### config.mk
export PLATFORM = sky130hd
export DESIGN_NAME = branch_resolve_unit
export DESIGN_NICKNAME = d
export VERILOG_FILES = /design/src/rtl/branch_resolve_unit.sv
export SDC_FILE = /design/constraint.sdc
export NUM_CORES = 1
export LEC_CHECK = 0
export ABC_AREA = 1
export CAP_MARGIN = 10
export CORE_ASPECT_RATIO = 1.5
export CORE_UTILIZATION = 40
export DETAILED_ROUTE_END_ITERATION = 16
export GPL_TIMING_DRIVEN = 0
export HOLD_SLACK_MARGIN = 0.12
export PLACE_DENSITY_LB_ADDON = 0.15
export RECOVER_POWER = 25
export SYNTH_ARGS = -nofsm -noshare
export SYNTH_HDL_FRONTEND = slang
export SYNTH_SLANG_ARGS = --single-unit
### constraint.sdc
create_clock -name clk -period 5.81 [get_ports clk]
set_input_delay 0.581 -clock clk [delete_from_list [all_inputs] [get_ports clk]]
set_output_delay 0.581 -clock clk [all_outputs]
set_load 0.01 [all_outputs]
### src/rtl/branch_resolve_unit.sv
// branch_resolve_unit: EX-stage checker for IF-stage control-flow predictions.
//   Computes the real outcome of B-type branches and the real target of
//   predicted jalr instructions. On a mispredict it raises PL_flush and
//   pc_rollback for the IF pc mux, and returns a one-cycle training bundle to
//   the branch predictor. All outputs are registered.
// Ports:
//   clk, rst                    clock, synchronous active-high reset
//   valid_ex, PL_stall_ex       EX occupancy and stall
//   B_type_ex, beq..bgeu_ex     B-type flag and one-hot branch kind
//   jalr_ex, jalr_prediction_en_ex, jalr_target_pred_ex  jalr prediction info
//   pc_ex, imme_ex, rs1/rs2     EX pc, immediate and forwarded operands
//   B_type_result_ex            direction IF used (1 = taken)
//   PL_flush, pc_rollback       squash request and corrected fetch pc
//   *_branch_failed, pc_branch_filled, B_type_result_branch_failed  training bundle
//   branch_cnt, mispredict_cnt  saturating performance counters
module branch_resolve_unit #(
  parameter int unsigned FLUSH_CYCLES = 1,
  parameter int unsigned CNT_W        = 32
) (
  input  logic             clk,
  input  logic             rst,
  input  logic             valid_ex,
  input  logic             PL_stall_ex,
  input  logic             B_type_ex,
  input  logic             beq_ex,
  input  logic             bne_ex,
  input  logic             blt_ex,
  input  logic             bge_ex,
  input  logic             bltu_ex,
  input  logic             bgeu_ex,
  input  logic             jalr_ex,
  input  logic             jalr_prediction_en_ex,
  input  logic [31:0]      pc_ex,
  input  logic [31:0]      imme_ex,
  input  logic [31:0]      rs1_data_ex,
  input  logic [31:0]      rs2_data_ex,
  input  logic             B_type_result_ex,
  input  logic [31:0]      jalr_target_pred_ex,
  output logic             PL_flush,
  output logic [31:0]      pc_rollback,
  output logic             B_type_branch_failed,
  output logic             beq_branch_failed,
  output logic             bne_branch_failed,
  output logic             blt_branch_failed,
  output logic             bge_branch_failed,
  output logic             bltu_branch_failed,
  output logic             bgeu_branch_failed,
  output logic [31:0]      pc_branch_filled,
  output logic             B_type_result_branch_failed,
  output logic [CNT_W-1:0] branch_cnt,
  output logic [CNT_W-1:0] mispredict_cnt
);

  localparam int unsigned FcW = (FLUSH_CYCLES > 1) ? $clog2(FLUSH_CYCLES) : 1;
  localparam logic [FcW-1:0] FcLast = FcW'(FLUSH_CYCLES - 1);

  typedef enum logic [0:0] {StIdle, StFlush} state_e;

  state_e             state_q, state_d;
  logic [FcW-1:0]     cnt_q, cnt_d;
  logic               flush_q, flush_d;
  logic [31:0]        roll_q, roll_d;
  logic               train_q, train_d;
  logic [5:0]         kind_q, kind_d;
  logic [31:0]        pcf_q, pcf_d;
  logic               res_q, res_d;
  logic [CNT_W-1:0]   bcnt_q, bcnt_d;
  logic [CNT_W-1:0]   mcnt_q, mcnt_d;

  logic [5:0]  kinds;
  logic        kind_onehot;
  logic        eq, lt_s, lt_u;
  logic        actual;
  logic        eval;
  logic        b_mis, j_mis;
  logic [31:0] b_target, seq_pc, jalr_tgt;

  // Bit order {beq, bne, blt, bge, bltu, bgeu}; same order as the training flags.
  assign kinds       = {beq_ex, bne_ex, blt_ex, bge_ex, bltu_ex, bgeu_ex};
  assign kind_onehot = (kinds != 6'd0) && ((kinds & (kinds - 6'd1)) == 6'd0);

  assign eq   = (rs1_data_ex == rs2_data_ex);
  assign lt_s = ($signed(rs1_data_ex) < $signed(rs2_data_ex));
  assign lt_u = (rs1_data_ex < rs2_data_ex);

  // Malformed kind encodings resolve as not taken.
  always_comb begin
    actual = 1'b0;
    if (kind_onehot) begin
      unique case (kinds)
        6'b100000: actual = eq;
        6'b010000: actual = ~eq;
        6'b001000: actual = lt_s;
        6'b000100: actual = ~lt_s;
        6'b000010: actual = lt_u;
        6'b000001: actual = ~lt_u;
        default:   actual = 1'b0;
      endcase
    end
  end

  assign b_target = pc_ex + imme_ex;
  assign seq_pc   = pc_ex + 32'd4;
  assign jalr_tgt = (rs1_data_ex + imme_ex) & 32'hFFFF_FFFE;

  // Wrong-path instructions arriving during a flush are never evaluated.
  assign eval  = valid_ex & ~PL_stall_ex & (state_q == StIdle);
  assign b_mis = eval & B_type_ex & (actual != B_type_result_ex);
  assign j_mis = eval & ~B_type_ex & jalr_ex & jalr_prediction_en_ex &
                 (jalr_tgt != jalr_target_pred_ex);

  always_comb begin
    state_d = state_q;
    cnt_d   = cnt_q;
    flush_d = 1'b0;
    roll_d  = 32'd0;
    train_d = 1'b0;
    kind_d  = 6'd0;
    pcf_d   = 32'd0;
    res_d   = 1'b0;
    bcnt_d  = bcnt_q;
    mcnt_d  = mcnt_q;

    case (state_q)
      StIdle: begin
        if (eval && (B_type_ex || (jalr_ex && jalr_prediction_en_ex)) && (bcnt_q != '1)) begin
          bcnt_d = bcnt_q + CNT_W'(1);
        end
        if (b_mis || j_mis) begin
          if (mcnt_q != '1) begin
            mcnt_d = mcnt_q + CNT_W'(1);
          end
          state_d = StFlush;
          cnt_d   = FcLast;
          flush_d = 1'b1;
          if (b_mis) begin
            roll_d  = actual ? b_target : seq_pc;
            train_d = 1'b1;
            kind_d  = kinds;
            pcf_d   = pc_ex;
            res_d   = actual;
          end else begin
            roll_d = jalr_tgt;
          end
        end
      end
      StFlush: begin
        if (cnt_q == '0) begin
          state_d = StIdle;
        end else begin
          cnt_d   = cnt_q - FcW'(1);
          flush_d = 1'b1;
          roll_d  = roll_q;
        end
      end
      default: state_d = StIdle;
    endcase
  end

  always_ff @(posedge clk) begin
    if (rst) begin
      state_q <= StIdle;
      cnt_q   <= '0;
      flush_q <= 1'b0;
      roll_q  <= 32'd0;
      train_q <= 1'b0;
      kind_q  <= 6'd0;
      pcf_q   <= 32'd0;
      res_q   <= 1'b0;
      bcnt_q  <= '0;
      mcnt_q  <= '0;
    end else begin
      state_q <= state_d;
      cnt_q   <= cnt_d;
      flush_q <= flush_d;
      roll_q  <= roll_d;
      train_q <= train_d;
      kind_q  <= kind_d;
      pcf_q   <= pcf_d;
      res_q   <= res_d;
      bcnt_q  <= bcnt_d;
      mcnt_q  <= mcnt_d;
    end
  end

  assign PL_flush                    = flush_q;
  assign pc_rollback                 = roll_q;
  assign B_type_branch_failed        = train_q;
  assign beq_branch_failed           = kind_q[5];
  assign bne_branch_failed           = kind_q[4];
  assign blt_branch_failed           = kind_q[3];
  assign bge_branch_failed           = kind_q[2];
  assign bltu_branch_failed          = kind_q[1];
  assign bgeu_branch_failed          = kind_q[0];
  assign pc_branch_filled            = pcf_q;
  assign B_type_result_branch_failed = res_q;
  assign branch_cnt                  = bcnt_q;
  assign mispredict_cnt              = mcnt_q;

endmodule

==> results of run 1 <==
critical path, stage by stage:
cell and delay, ns:
clkdlybuf4s50_1 0.46, inv_1 0.04, ha_1 0.37, nand2_1 0.11
nor2_1 0.15, nand2_1 0.11, nor4_2 0.61, nand2_1 0.43
nand2_1 0.23, nand2_1 0.09, nand2_1 0.06, nand2_1 0.07
nand3_2 0.17, clkinv_1 0.30, clkbuf_1 0.41, o21ai_0 0.59
a21oi_1 0.17
stage by stage:
| step | instance area [um2] | utilization, % |
|---|---|---|
| 2_1_floorplan | 12400 | - |
| 3_3_place_gp | 16000 | 52.6 |
| 3_5_place_dp | 16000 | 52.6 |
| 4_1_cts | 16500 | 54.5 |
| 5_1_grt | 16500 | 54.5 |
| 6_report | 16500 | 54.5 |
cells by family after synthesis:
kind of cell	after synthesis
AO/OA/AOI/OAI	243
adder cells (fa/ha/maj)	98
XOR/XNOR	89
AND/OR/NAND/NOR	1092
flip-flops	137
buffers and inverters	374
registers in the layout (all words and copies together), names as in the netlist:
register / cells
B_type_branch_failed: 1
B_type_result_branch_failed: 1
pc_rollback: 32
kind_q: 6
mispredict_cnt: 32
PL_flush: 1
branch_cnt: 32
pc_branch_filled: 32
worst min-delay path by stage:
stage                                      startpoint                     endpoint  slack, ns  cells past startpoint
after global placement    branch_cnt[22]$_SDFFE_PP0P_  branch_cnt[22]$_SDFFE_PP0P_       0.46                      1
after CTS                  branch_cnt[3]$_SDFFE_PP0P_   branch_cnt[3]$_SDFFE_PP0P_       0.50                      1
after detailed placement   branch_cnt[3]$_SDFFE_PP0P_   branch_cnt[3]$_SDFFE_PP0P_       0.48                      1
after global routing       branch_cnt[6]$_SDFFE_PP0P_   branch_cnt[6]$_SDFFE_PP0P_       0.53                      1
final                      branch_cnt[3]$_SDFFE_PP0P_   branch_cnt[3]$_SDFFE_PP0P_       0.50                      1
after floorplan           branch_cnt[22]$_SDFFE_PP0P_  branch_cnt[22]$_SDFFE_PP0P_       0.50                      1
final cells by class:
type	count	share of cell area (%)
multi-input combinational	1522	49.3
antenna	3	0.0454
clock buffer	22	2.93
inverter	341	7.74
tap	400	3.02
sequential	137	16.6
buffer	33	1.10
clock inverter	10	0.560
timing repair buffer	310	18.8
placed cells by master (no fill, tap or decap), types with 43 or more instances in the layout:
cell type / count
clkdlybuf4s50_1: 242
xor2_1: 62
ha_1: 96
dfxtp_1: 137
nor2_1: 217
a21oi_1: 147
nand3_1: 148
dlygate4sd3_1: 68
inv_1: 327
o21ai_0: 51
nor3_1: 43
nand2_1: 577
power groups by stage:
stage	sequential, mW	clock [mW]	combinational [mW]
after floorplan	0.979	0	0.570
after global placement	0.975	0	0.900
after detailed placement	0.975	0	0.914
after CTS	0.955	1.10	0.919
after global routing	0.955	1.14	1.02
final	0.954	1.08	0.921
layer usage:
layer  track usage, %  routed length, um
met5                0                  0
met4             15.7               2320
met3             4.34               1980
met2             56.7              24300
met1             28.7              17100
==> qor.yml, run 1 <==
finish:
  area_growth_pct: 33.9
  layout.nets: 2634
  multi_input_area_um2: 8150
  drive_gt1_share_pct: 4.34
  seqCellArea_um2: 2740
  layout.cells.non_filler: 2778
  fillers: 3146
clocking:
  postCtsSetupBuffers: 0
  clkTransAtPathRegs_ns: 0.07
  cts-hold-fix-buffers: 0
  cts_tree: "built"
  cts_resized: 0
  clk_latency_ns: 0.46
  clockBufferDepth: 2
  cts.sinks: 137
  cts_made_buffers: 17
  root_buffer: "clkbuf_16"
  htreeDepth: 4
power:
  clock_power_share_pct: 36.6
  fin_total_pwr_mw: 2.96
  power.leakage_nw: 8.14
  switching_share_pct: 33.5
  irDropWorstVdd_mv: 0.180
  netSwitchingPower_mw: 0.991
  seq_power_share_pct: 32.3
  p_int_mw: 1.97
  combPwrFrac_pct: 31.2
  power.density_nw_per_um2: 179
yosys:
  synth.cell_area_um2: 12400
  synth_compound_gate_area_share_pct: 10.7
  ys.warnings.count: 0
  yosys.area_share.simple_pct: 38.1
  synth_top_family_by_area: "simple AND/OR/NAND/NOR gates"
  seq_area_frac_synth_pct: 22.2
  synthArstFlopShare_pct: 0
  synth_cell_types: 50
  yosys_register_bits: 137
  netlist_instances: 2033
  synth_xor_area_share_pct: 7.13
  synthAdderAreaFrac_pct: 10.0
  yosys-top-cells-count: "577 x nand2_1, 327 x inv_1, 217 x nor2_1"
  synth-edff-count: 0
  synth_area_leaders: "dfxtp_1 22%, nand2_1 18%, inv_1 9.9%"
  yosys.area.top_type: "dfxtp_1"
  synth.top_cell.area_share_pct: 22.2
  yosysMostFrequentCell: "nand2_1"
  muxShareOfSynthArea_pct: 0
  synth_nets: 2305
  synth_ff_type: "dfxtp_1"
  avgSynthCellArea_um2: 6.08
grt:
  grt_antenna_before_repair: 3
  grt_max_degree: 17
  gr-total-overflow: 0
  grt_pass1_wl_mm: 69.7
  grt_usage_pct: 28.8
  grt_pass1_vias: 13786
timing:
  rsz0062_at_grt: "false"
  fin_ws_ns: 1.16
  min_period_ns: 4.65
  setup_viol: 0
  slew_viol_final: 0
  relSlewSlack_pct: 46.4
  post-route-period-util_pct: 80.0
  tns_ns: 0
  finalHoldViolations: 0
  holdWs_ns: 0.497
  tightest_slew_ns: 0.797
  max_freq_ghz: 0.215
  finClkSkew_ns: 0.00998
route:
  vias: 14055
  drt_iter0_markers: 509
  drc: 0
  via_per_inst: 5.06
  finalWirelength_mm: 45.8
  antenna_left: 0
  drt_pass1_iterations: 5
  routedWlPerCell_um: 16.5
floorplanning:
  core_area_um2: 30400
  die_area_um2: 31600
  die_h_um: 217
  ios: 311
  num_rows: 78
  start_util_pct: 40.7
  die_w_um: 146
place:
  gp_congestion: 0.941
  hpwl_mm: 39.0
  io_buffer_count: 310
  dp.cells: 2743
  place_ws_ns: 0.753
critical_path:
  crit_fanout: 10
  crit_required_ns: 6.12
  worstSetupPathType: "input pin to flip-flop"
  r2r-start: "branch_cnt[1]$_SDFFE_PP0P_"
  end_kind: "flip-flop"
  cp-start-kind: "input pin"
  r2r_end: "branch_cnt[30]$_SDFFE_PP0P_"
  endpoint: "pc_rollback[20]$_SDFF_PP0_"
  ff2ff_setup_slack_ns: 2.97
  critPathLaunch: "rs2_data_ex[31]"
  worst-r2r-cell-count: 15
  crit_arrival_ns: 4.96
run:
  maxCapViolations: 0
run_status:
  status: "completed"
worst_hold_path:
  hold_path.class: "flip-flop to flip-flop"
Note: power is estimated with default switching activity, not from simulation.
==> inputs of run 2 (changes only) <==
==> constraint.sdc (replaced) <==
create_clock -name clk -period 4.5 [get_ports clk]
set_input_delay 0.45 -clock clk [delete_from_list [all_inputs] [get_ports clk]]
set_output_delay 0.45 -clock clk [all_outputs]
set_load 0.01 [all_outputs]
==> run 2 against run 1 <==
Critical path depth unchanged. Die area unchanged. Cell count unchanged. Combinational power increased by 29%. Critical path type unchanged.
==> qor.yml, run 2 (synthesis gave the netlist of run 1 again) <==
run_status:
  status: "completed"
floorplanning:
  ios: 311  # unchanged
  die_w_um: 146  # unchanged
  num_rows: 78  # unchanged
  core_area_um2: 30400  # unchanged
  die_h_um: 217  # unchanged
  die_area_um2: 31600  # unchanged
  start_util_pct: 40.7  # unchanged
power:
  switching_share_pct: 33.5  # about the same
  netSwitchingPower_mw: 1.28  # +29%
  p_int_mw: 2.54  # +29%
  power.density_nw_per_um2: 231  # +29%
  power.leakage_nw: 8.14  # about the same
  combPwrFrac_pct: 31.2  # about the same
  irDropWorstVdd_mv: 0.232  # +29%
  clock_power_share_pct: 36.6  # about the same
  seq_power_share_pct: 32.3  # about the same
finish:
  fin_util_pct: 54.5  # about the same
  fillers: 3145  # -0.032%
  area_growth_pct: 34.0  # about the same
  most-common-layout-cells: "577 x nand2_1, 327 x inv_1, 242 x clkdlybuf4s50_1, 217 x nor2_1, 148 x nand3_1"
  layout.nets: 2634  # unchanged
  final_common_cell: "nand2_1"
  drive_gt1_share_pct: 4.34  # unchanged
route:
  routedWlPerCell_um: 16.5  # -0.10%
  finalWirelength_mm: 45.7  # -0.10%
  antenna_left: 0  # unchanged
  drt_pass1_iterations: 5  # unchanged
  drt_iter0_markers: 507  # -0.39%
  vias: 14041  # -0.10%
  via_per_inst: 5.05  # about the same
  drc: 0  # unchanged
place:
  hpwl_mm: 39.0  # unchanged
  io_buffer_count: 310  # unchanged
  gp_congestion: 0.941  # unchanged
critical_path:
  crit_arrival_ns: 4.55  # -0.41 ns
  slowest_stage: "o21ai_0"
  worstSetupPathType: "input pin to flip-flop"
  crit_fanout: 10  # unchanged
  crit_path_cell_trace: "clkdlybuf4s50_1 > inv_1 > ha_1 > nand2_1 > nor2_1 > nand2_1 > nor4_4 > nand2_1 > nand2_1 > nand2_1 > nand2_1 > nand2_1 > nand3_2 > clkinv_1 > clkbuf_1 > o21ai_0 > a21oi_1"
  crit_required_ns: 4.81  # -1.31 ns
  max_stage_delay_ns: 0.59  # -0.02 ns
  worst_path_most_repeated_cell: "nand2_1"
  cp-start-kind: "input pin"
  end_kind: "flip-flop"
clocking:
  clk_latency_ns: 0.46  # about the same
  cts_made_buffers: 17  # unchanged
  cts.sinks: 137  # unchanged
  htreeDepth: 4  # unchanged
  cts-hold-fix-buffers: 0  # unchanged
  clkTransAtPathRegs_ns: 0.06  # about the same
  clockBufferDepth: 2  # unchanged
  cts_tree: "built"
  root_buffer: "clkbuf_16"
grt:
  grt_usage_pct: 28.8  # unchanged
  gr-total-overflow: 0  # unchanged
  grt_antenna_before_repair: 3  # unchanged
  grt_pass1_wl_mm: 69.7  # unchanged
  grt_pass1_vias: 13786  # unchanged
  grt_max_degree: 17  # unchanged
timing:
  relSlewSlack_pct: 50.7  # +4.3 points
  min_period_ns: 4.24
  holdWs_ns: 0.497  # -0.00000300 ns
  post-route-period-util_pct: 94.2
  tightest_slew_ns: 0.740  # -0.0574 ns
  finalHoldViolations: 0  # unchanged
  rsz0062_at_grt: "false"
  max_freq_ghz: 0.236
  finClkSkew_ns: 0.00986  # -0.000121 ns
  setup_viol: 0  # unchanged
  slew_viol_final: 0  # unchanged
run:
  maxCapViolations: 0  # unchanged
worst_hold_path:
  hold_path.class: "flip-flop to flip-flop"
-- run 2: cell counts in the layout (fill, tap and decap cells not counted) --
Identical to the previous run, type by type.
-- run 2: stage by stage --
step | setup TNS [ns] | instances | power (mW) | cell area [um2] | setup slack, ns
finish | 0 | 2778 | 3.82 | 16600 | 0.261
global route | 0 | 2778 | 4.02 | 16600 | 0.105
CTS | 0 | 2775 | 3.84 | 16500 | 0.0190
detailed placement | -4.26 | 2743 | 2.44 | 16000 | -0.426
global placement | -4.65 | 2743 | 2.42 | 16000 | -0.480
floorplan | 0 | 2033 | 2.00 | 12400 | 1.77
-- run 2: layout make-up --
type | count | area, um2 | share of cell area, %
buffer | 33 | 183 | 1.10
inverter | 341 | 1280 | 7.73
clock buffer | 22 | 484 | 2.92
tap | 400 | 500 | 3.02
multi-input combinational | 1522 | 8160 | 49.3
timing repair buffer | 310 | 3100 | 18.7
antenna | 3 | 7.51 | 0.0453
sequential | 137 | 2740 | 16.6
clock inverter | 10 | 92.6 | 0.559
-- run 2: per-layer routing --
metal,share of wire (%),vias to the layer above,GRT usage (%)
li1,-,7164,-
met1,37,6354,28.7
met2,53,415,56.7
met3,4.3,108,4.34
met4,5.1,0,15.7
met5,0,-,0
-- run 2: what timing repair did --
action	4_1_cts	5_1_grt
setup endpoints to repair	0	6
setup buffers	0	0
resized for setup	0	1
-- run 2: worst max-delay path: cells and delay by family --
kind            cells  cell delay, ns
simple gates       10            1.75
fa+ha+maj           1            0.37
compound gates      2            0.76
buf+inv             4            1.21
-- run 2: worst paths after layout --
kind	start	to	slack, ns	depth (start not counted)
max	rs2_data_ex[31]	pc_rollback[20]$_SDFF_PP0_	0.26	17
min	branch_cnt[3]$_SDFFE_PP0P_	branch_cnt[3]$_SDFFE_PP0P_	0.50	1
max reg2reg	branch_cnt[1]$_SDFFE_PP0P_	branch_cnt[30]$_SDFFE_PP0P_	1.66	15
min reg2reg	branch_cnt[3]$_SDFFE_PP0P_	branch_cnt[3]$_SDFFE_PP0P_	0.50	1
-- run 2: power by group through the flow --
stage / combinational (mW) / sequential (mW) / clock, mW
global route: 1.32 / 1.23 / 1.47
global placement: 1.16 / 1.26 / 0
finish: 1.19 / 1.23 / 1.39
detailed placement: 1.18 / 1.26 / 0
CTS: 1.19 / 1.23 / 1.42
floorplan: 0.735 / 1.26 / 0
==> inputs of run 3 (changes only) <==
--- a/config.mk
+++ b/config.mk
@@ -6,7 +6,7 @@
 export NUM_CORES = 1
 export LEC_CHECK = 0
 export ABC_AREA = 1
-export CAP_MARGIN = 10
+export CAP_MARGIN = 20
 export CORE_ASPECT_RATIO = 1.5
 export CORE_UTILIZATION = 40
 export DETAILED_ROUTE_END_ITERATION = 16
==> constraint.sdc (replaced) <==
create_clock -name clk -period 4.5 [get_ports clk]
set_input_delay 0.45 -clock clk [delete_from_list [all_inputs] [get_ports clk]]
set_output_delay 0.45 -clock clk [all_outputs]
set_load 0.005 [all_outputs]
==> results of run 3 <==
The final DEF is identical to that of run 2. Status: completed.
Among the figures that moved: total power 3.82 mW -> 3.81 mW
